--- config.mk ---
export PLATFORM = sky130hd
export DESIGN_NAME = mem_arbiter
export DESIGN_NICKNAME = d
export VERILOG_FILES = /design/src/rtl/osiris_pkg.sv /design/src/rtl/arb_watchdog.sv /design/src/rtl/mem_arbiter.sv
export SDC_FILE = /design/constraint.sdc
export NUM_CORES = 1
export LEC_CHECK = 0
export ABC_AREA = 0
export BUFFER_PORTS_ARGS = -buffer_cell sky130_fd_sc_hd__buf_2
export CAP_MARGIN = 20
export CORE_ASPECT_RATIO = 1.75
export CORE_MARGIN = 2
export CORE_UTILIZATION = 43
export CTS_CLUSTER_SIZE = 14
export DETAILED_ROUTE_END_ITERATION = 6
export PLACE_DENSITY = 0.76
export SLEW_MARGIN = 25
export SYNTH_ARGS = -nofsm -noshare
export SYNTH_HDL_FRONTEND = slang
export SYNTH_SLANG_ARGS = --single-unit
--- constraint.sdc ---
create_clock -name clk -period 1.74 [get_ports clk]
set_clock_uncertainty 0.1 [all_clocks]
set_input_delay 0.174 -clock clk [delete_from_list [all_inputs] [get_ports clk]]
set_output_delay 0.174 -clock clk [all_outputs]
set_load 0.005 [all_outputs]
--- src/rtl/osiris_pkg.sv ---
// osiris_pkg: shared state encoding and defaults for the memory arbiter
package osiris_pkg;
  localparam logic [1:0] ST_IDLE = 2'd0;
  localparam logic [1:0] ST_GRANT_I = 2'd1;
  localparam logic [1:0] ST_GRANT_D = 2'd2;
  localparam logic [1:0] ST_RESP = 2'd3;
  localparam int DEF_TIMEOUT_CYCLES = 255;
  typedef enum logic [1:0] {
    IDLE    = ST_IDLE,
    GRANT_I = ST_GRANT_I,
    GRANT_D = ST_GRANT_D,
    RESP    = ST_RESP
  } state_t;
endpackage

--- src/rtl/arb_watchdog.sv ---
// arb_watchdog: 8-bit wait counter that flags when it reaches LIMIT
module arb_watchdog #(
  parameter int LIMIT = 255
) (
  input  logic clk,
  input  logic rst,
  input  logic clr,
  input  logic en,
  output logic o_expired
);
  logic [7:0] cnt;
  always_ff @(posedge clk) begin
    if (rst || clr) cnt <= '0;
    else if (en) cnt <= cnt + 8'd1;
  end
  assign o_expired = cnt == 8'(LIMIT);
endmodule

--- src/rtl/mem_arbiter.sv ---
// mem_arbiter: shares one memory port between fetch and data requesters with a
// watchdog timeout; define ARB_ROUND_ROBIN_EN for round-robin on collisions.
module mem_arbiter
  import osiris_pkg::*;
#(
  parameter int DATA_WIDTH = 32,
  parameter int ADDR_WIDTH = 32,
  parameter int TIMEOUT_CYCLES = DEF_TIMEOUT_CYCLES
) (
  input  logic                  clk,
  input  logic                  rst,
  input  logic                  i_instr_req,
  input  logic [ADDR_WIDTH-1:0] i_instr_addr,
  output logic [DATA_WIDTH-1:0] o_instr_rdata,
  output logic                  o_instr_ack,
  input  logic                  i_data_req,
  input  logic                  i_data_we,
  input  logic [ADDR_WIDTH-1:0] i_data_addr,
  input  logic [DATA_WIDTH-1:0] i_data_wdata,
  input  logic [3:0]            i_data_wstrb,
  output logic [DATA_WIDTH-1:0] o_data_rdata,
  output logic                  o_data_ack,
  output logic                  o_err,
  output logic                  o_mem_req,
  output logic                  o_mem_we,
  output logic [ADDR_WIDTH-1:0] o_mem_addr,
  output logic [DATA_WIDTH-1:0] o_mem_wdata,
  output logic [3:0]            o_mem_wstrb,
  input  logic                  i_mem_ack,
  input  logic [DATA_WIDTH-1:0] i_mem_rdata,
  output logic                  o_busy
);
  state_t state, state_nx;
  logic any_req, pick_d, in_grant, expired, done, timed_out;
  assign any_req = i_instr_req | i_data_req;
  assign in_grant = (state == GRANT_I) || (state == GRANT_D);
  assign done = in_grant & (i_mem_ack | expired);
  assign timed_out = in_grant & ~i_mem_ack & expired;
  assign o_busy = state != IDLE;
`ifdef ARB_ROUND_ROBIN_EN
  // last_i set means the fetch port was granted most recently
  logic last_i;
  assign pick_d = i_data_req & (~i_instr_req | last_i);
  always_ff @(posedge clk) begin
    if (rst) last_i <= 1'b1;
    else if (state == IDLE && any_req) last_i <= ~pick_d;
  end
`else
  assign pick_d = i_data_req;
`endif
  arb_watchdog #(.LIMIT(TIMEOUT_CYCLES)) u_wd (
    .clk      (clk),
    .rst      (rst),
    .clr      (state == IDLE),
    .en       (in_grant & ~i_mem_ack),
    .o_expired(expired)
  );
  always_ff @(posedge clk) begin
    if (rst) state <= IDLE;
    else state <= state_nx;
  end
  always_comb begin
    state_nx = state;
    state_nx = (state == IDLE) ? (any_req ? (pick_d ? GRANT_D : GRANT_I) : IDLE) :
               (state == RESP) ? IDLE :
               done ? RESP : state;
  end
  always_ff @(posedge clk) begin
    if (rst) begin
      o_mem_req     <= 1'b0;
      o_mem_we      <= 1'b0;
      o_mem_addr    <= '0;
      o_mem_wdata   <= '0;
      o_mem_wstrb   <= '0;
      o_instr_ack   <= 1'b0;
      o_data_ack    <= 1'b0;
      o_err         <= 1'b0;
      o_instr_rdata <= '0;
      o_data_rdata  <= '0;
    end else begin
      o_instr_ack <= 1'b0;
      o_data_ack  <= 1'b0;
      o_err       <= 1'b0;
      if (state == IDLE && any_req) begin
        o_mem_req   <= 1'b1;
        o_mem_we    <= pick_d & i_data_we;
        o_mem_addr  <= pick_d ? i_data_addr : i_instr_addr;
        o_mem_wdata <= pick_d ? i_data_wdata : '0;
        o_mem_wstrb <= pick_d ? i_data_wstrb : 4'h0;
      end
      if (done) begin
        o_mem_req   <= 1'b0;
        o_err       <= timed_out;
        o_instr_ack <= state == GRANT_I;
        o_data_ack  <= state == GRANT_D;
        if (state == GRANT_I) o_instr_rdata <= timed_out ? '0 : i_mem_rdata;
        // a completed write leaves the load data untouched
        if (state == GRANT_D && (!o_mem_we || timed_out)) o_data_rdata <= timed_out ? '0 : i_mem_rdata;
      end
    end
  end
endmodule

After elaboration in Yosys (flattened, before gate mapping)
Index checks and enable logic that the tools add are counted.
Widths: inputs -> output; s select.

operators by class
  add/sub/neg operators = 1
  multiply operators = 0
  divide/modulo/power cells = 0
  magnitude comparators = 0
  equality and inequality tests = 4
  shift operators = 0
  muxes and demuxes = 9
  bitwise logic cells = 8
  reductions and logical operators = 13

operators with widths
  operator             number
  $mux 32              3
  $mux 2               5
  $add 8x1->8 const B  1
  $eq 8x8->1 const B   1
  $and 1x1->1          4
  $eq 2x2->1 const B   2
  $mux 4               1
  $reduce_and 2->1     2
  $reduce_or 2->1      2
  $logic_or 1x1->1     3
  $reduce_bool 3->1    1
  $eq 2x1->1 const B   1
  $logic_and 1x1->1    2
  $logic_not 2->1      1
  $not 1->1            2
  $or 1x1->1           2
  $reduce_bool 2->1    1
  $logic_not 1->1      1

storage, ports and cells
  flip-flop bits (word level) = 147
  latch bits = 0
  memory bits (writable) = 0
  memory bits (read-only) = 0
  logic and storage cells = 47
  memories kept = 0

Longest topological paths before layout
  word-level depth = 7
  mapped depth = 8

Modules after synthesis
Synthesis repeated with hierarchy kept, for this count alone.

second synthesis, totals
  cell total of the unflattened synthesis = 554
  area, all modules = 5963.2 um2

by module, submodules not included
  module        times used  cells an instance  area an instance (um2)  seq. area each (um2)
  mem_arbiter   1           514                5607.9                  2782.7
  arb_watchdog  1           40                 355.3                   160.2

Least setup slack after synthesis
Ideal clock, no wire load.

  kind = flip-flop to flip-flop
  from = register state[0]
  to = register o_data_rdata[0]
  setup time = 0.129 ns
  arrival = 1.578 ns
  data required time = 1.511 ns
  setup slack = -0.067 ns
  cell stages (with the launch flop) = 9
  path buffers = 3
  period minus slack after synthesis = 1.807 ns
  path through = dfxtp_1 > inv_1 > ha_1 > buf_2 > and4bb_2 > clkbuf_1 > buf_2 > a32oi_1 > nand2_1

on the way
  longest elaborated chain between the ends = 7
  elaborated cells between the ends (all ways) = 10
  those cells by class = 2 x eq/ne; 1 x mux; 3 x bitwise; 4 x reduce/logical

ends and longest elaborated chain
  what                                             RTL line                              text
  start, declared                                  mem_arbiter.sv:33                     state_t state, state_nx;
  start signal, assigned                           mem_arbiter.sv:60                     else state <= state_nx;
  $eq 2x1->1 / $eq 2x2->1 (equally long branches)  mem_arbiter.sv:36, mem_arbiter.sv:98
  $logic_or 1x1->1                                 mem_arbiter.sv:36                     assign in_grant = (state == GRANT_I) || (state == GRANT_D);
  $and 1x1->1 (2 in series)                        mem_arbiter.sv:38                     assign timed_out = in_grant & ~i_mem_ack & expired;
  $logic_or 1x1->1                                 mem_arbiter.sv:98                     if (state == GRANT_D && (!o_mem_we || timed_out)) o_data_rdata <= timed_out ? '0 : i_mem_rdata;
  $logic_and 1x1->1                                mem_arbiter.sv:98
  $reduce_and 2->1 (no source line)                -
  end signal, assigned                             mem_arbiter.sv:98
  end, declared                                    mem_arbiter.sv:21                     output logic [DATA_WIDTH-1:0] o_data_rdata,

Several ways; a longest one is shown, not always the timed one.
A chain may end at the register's enable or synchronous reset.

Worst setup path in the final report
  from = register u_wd.cnt[0]
  to = register o_data_rdata[22]

on the way
  longest elaborated chain between the ends = 5
  elaborated cells between the ends (all ways) = 8
  those cells by class = 1 x eq/ne; 1 x mux; 3 x bitwise; 3 x reduce/logical

ends and longest elaborated chain
  what                               RTL line            text
  start, declared                    arb_watchdog.sv:11  logic [7:0] cnt;
  start signal, assigned             arb_watchdog.sv:14  else if (en) cnt <= cnt + 8'd1;
  $eq 8x8->1 *                       arb_watchdog.sv:16  assign o_expired = cnt == 8'(LIMIT);
  $and 1x1->1                        mem_arbiter.sv:38
  $logic_or 1x1->1                   mem_arbiter.sv:98
  $logic_and 1x1->1                  mem_arbiter.sv:98
  $reduce_and 2->1 (no source line)  -

Every way passes the cells marked *; elsewhere a longest branch is shown, timed or not.

==> impl_metrics.py <==
metrics = {
    "detailed_routing": {
        "drc": 0,
        "vias": 6817,
        "drt-total-wl_um": 20700,
        "avgViaCountPerCell": 5.48,
        "drtIter0Drc": 291,
        "first_pass_iters": 5,
        "wl_per_cell_um": 16.6,
        "antenna_left": 0,
    },
    "global_routing": {
        "grt_usage_pct": 25.4,
        "grt_pass1_wl_um": 32100,
        "grt_max_degree": 57,
        "grt-ovfl-total": 0,
        "grt_pass1_vias": 6672,
        "grt_antenna_before_repair": 0,
    },
    "placed_design": {
        "place_worst_setup_slack_ps": -32.4,
        "portBuffers": 275,
        "postPlaceCellArea_um2": 8020,
        "dp_hpwl_um": 13000,
        "dp.cells": 1123,
        "place_congestion": 0.829,
    },
    "yosys": {
        "yosysSeqAreaShare_pct": 46.2,
        "ys_types": 42,
        "syn-cell-area_um2": 6370,
        "yosysWarnings": 0,
        "syn_nets": 855,
        "synth_cells": 712,
        "ys_ff_latch": 147,
        "synth_area_per_cell_um2": 8.94,
    },
    "worst_setup_path": {
        "timing.rr.start": "u_wd.cnt[0]",
        "path_max_fanout": 32,
        "rr_worst_depth": 5,
        "worstPathArrival_ps": 1830,
        "crit_type": "register to register",
        "r2r_end": "o_data_rdata[22]",
        "required_ps": 1920,
        "critPathLaunchType": "register",
        "cpPeakStageDelay_ps": 380,
        "reg2reg_slack_ps": 100,
        "path_cells": "ha_1 > nand3_1 > buf_6 > o311ai_0 > nand2_1",
        "critPathCaptureType": "register",
        "slowest_stage": "dfxtp_1",
    },
    "clock_tree": {
        "root_buffer": "clkbuf_16",
        "cts.sinks": 147,
        "clock_latency_ps": 410,
        "clk_path_buf_depth": 2,
        "tritoncts": "done",
        "clkTransAtPathRegs_ps": 70,
        "cts_max_level": 4,
        "post_cts_buffers": 0,
        "cts_made_buffers": 17,
    },
    "pwr": {
        "power_mw": 9.35,
        "power.density_nw_per_um2": 979,
        "peakVddDrop_mv": 0.673,
        "static-leakage-power_nw": 4.45,
    },
    "sta": {
        "rsz0062_at_grt": "yes",
        "hold_viol_final": 0,
        "setup_ws_ps": 96.5,
        "slew_headroom_pct": 69.2,
        "fin_crit_ps": 1640,
        "setup_violations": 0,
        "worst_pin_slew_ps": 462,
        "final-max-slew-violation-count": 0,
        "holdWs_ps": 14.8,
        "finalSetupTns_ps": 0,
        "post-route-period-util_pct": 94.5,
        "fmax_mhz": 608,
    },
    "layout": {
        "final.fill_count": 1169,
        "diodes": 0,
        "num-nets-final": 1196,
        "utilization_pct": 66.1,
        "fin_area_um2": 9550,
        "drive_gt1_share_pct": 32.5,
        "final_cells": 1245,
        "syn_to_final_growth_pct": 50.0,
    },
    "floorplan": {
        "fp.dieW_um": 96.0,
        "core_area_um2": 14400,
        "num_io_pins": 276,
        "num_rows": 58,
        "dieArea_um2": 15800,
        "die_y_um": 165,
        "initial_core_util_pct": 44.1,
    },
    "flow_run": {
        "maxCapViolCount": 0,
    },
    "outcome": {
        "outcome": "complete, no violations",
    },
    "worst_hold_path": {
        "hold_depth": 3,
        "hold_path_class": "primary input to register",
        "holdPathEnd": "o_mem_addr[6]",
        "hp-start": "i_instr_addr[6]",
    },
}
[final cells by class]
| class | count | area (um2) | area share [%] |
|---|---|---|---|
| Clock buffer | 18 | 429 | 4.49 |
| Clock inverter | 13 | 175 | 1.83 |
| Inverter | 5 | 18.8 | 0.197 |
| Multi-Input combinational cell | 487 | 3120 | 32.6 |
| Sequential cell | 147 | 2950 | 30.8 |
| Tap cell | 180 | 225 | 2.36 |
| Timing Repair Buffer | 395 | 2640 | 27.6 |
[worst max-delay path, delay by kind of cell (launching register included)]
family                   cells  cell delay, ps
AO/OA/AOI/OAI                1             370
adder cells (fa/ha/maj)      1             240
buffers and inverters        1             220
flip-flops                   1             380
AND/OR/NAND/NOR              2             210
[report_power, final]
| group | switching (mW) | internal, mW |
|---|---|---|
| Sequential | 0.147 | 3.65 |
| Clock | 1.50 | 2.28 |
| Combinational | 0.921 | 0.854 |
[flip-flops by register name, indices dropped and copies added, names as in the netlist]
name	cells
o_mem_wdata	32
o_mem_we	1
o_mem_wstrb	4
o_mem_req	1
u_wd.cnt	8
o_err	1
o_instr_ack	1
state	2
o_mem_addr	32
o_data_rdata	32
o_data_ack	1
o_instr_rdata	32
[cell usage after synthesis]
cell	count	area share [%]
inv_2	1	0.059
nand4_4	1	0.33
or2_2	1	0.098
o31ai_1	2	0.24
nand4b_1	1	0.14
a21oi_1	36	2.8
dfxtp_1	147	46
nand2b_1	1	0.098
o21a_1	4	0.47
or4_1	2	0.24
xor2_1	1	0.14
nor2_1	76	4.5
and3_1	2	0.20
a221oi_1	1	0.14
a32oi_1	32	4.4
nand2_1	70	4.1
a21o_1	1	0.12
clkbuf_1	40	2.4
buf_1	10	0.59
nor3_1	1	0.079
o21ai_0	35	2.8
inv_1	4	0.24
a22oi_1	37	4.4
ha_1	5	0.98
buf_2	23	1.8
nor2b_1	33	3.2
o2111a_1	1	0.18
and4b_1	1	0.16
a31oi_1	1	0.098
mux2i_1	33	5.2
and4bb_2	1	0.20
nor3b_1	32	3.8
nand3_1	2	0.16
o311ai_0	32	4.4
nand3b_4	1	0.31
xnor2_1	1	0.14
nand4_1	1	0.098
or3_1	2	0.20
o21ai_2	2	0.28
a211oi_1	32	3.8
nand3b_1	2	0.24
and2_1	1	0.098
[repair_timing]
action,in CTS,in global routing
gates cloned,0,0
hold buffers,91,0
hold endpoints to repair,115,0
resized for setup,1,13
pin swaps,0,1
setup endpoints to repair,22,58
[worst max-delay path by stage]
stage / start / to / slack (ps) / cells after the start
4_1_cts: state[1] / o_instr_rdata[1] / 10 / 6
2_1_floorplan: state[0] / o_data_rdata[0] / 0.2 / 8
3_3_place_gp: state[0] / o_data_rdata[24] / 30 / 6
6_report: u_wd.cnt[0] / o_data_rdata[22] / 100 / 5
3_5_place_dp: state[1] / o_instr_rdata[1] / -30 / 6
5_1_grt: state[1] / o_instr_rdata[3] / -10 / 6
[metal layers]
layer	up-vias	track usage, %	wire [um]
met3	52	5.25	1080
met2	267	46.7	11200
met1	3204	26.9	7600
li1	3294	-	-
met5	-	0	0
met4	0	11.7	755
[cells in the final DEF (no fill, tap or decap), types with 32 or more instances in the layout]
cell	netlist	routed
nand2_1	70	70
nor2b_1	33	33
nor2_1	76	76
mux2i_1	33	33
a22oi_1	37	37
dfxtp_1	147	145
nor3b_1	32	32
a21oi_1	36	36
o21ai_0	35	35
buf_2	23	274
a32oi_1	32	32
dlygate4sd3_1	0	91
a211oi_1	32	32
[logic make-up after synthesis]
kind of cell | after synthesis | synth area share [%]
DFF | 147 | 46.2
muxes | 33 | 5.19
xor gates and xnor gates | 2 | 0.275
AOI/OAI and AO/OA | 216 | 24.0
buffers and inverters | 78 | 5.05
adders and majority gates | 5 | 0.983
and+or+nand+nor | 231 | 18.3
(Power assumes the default switching activity.)
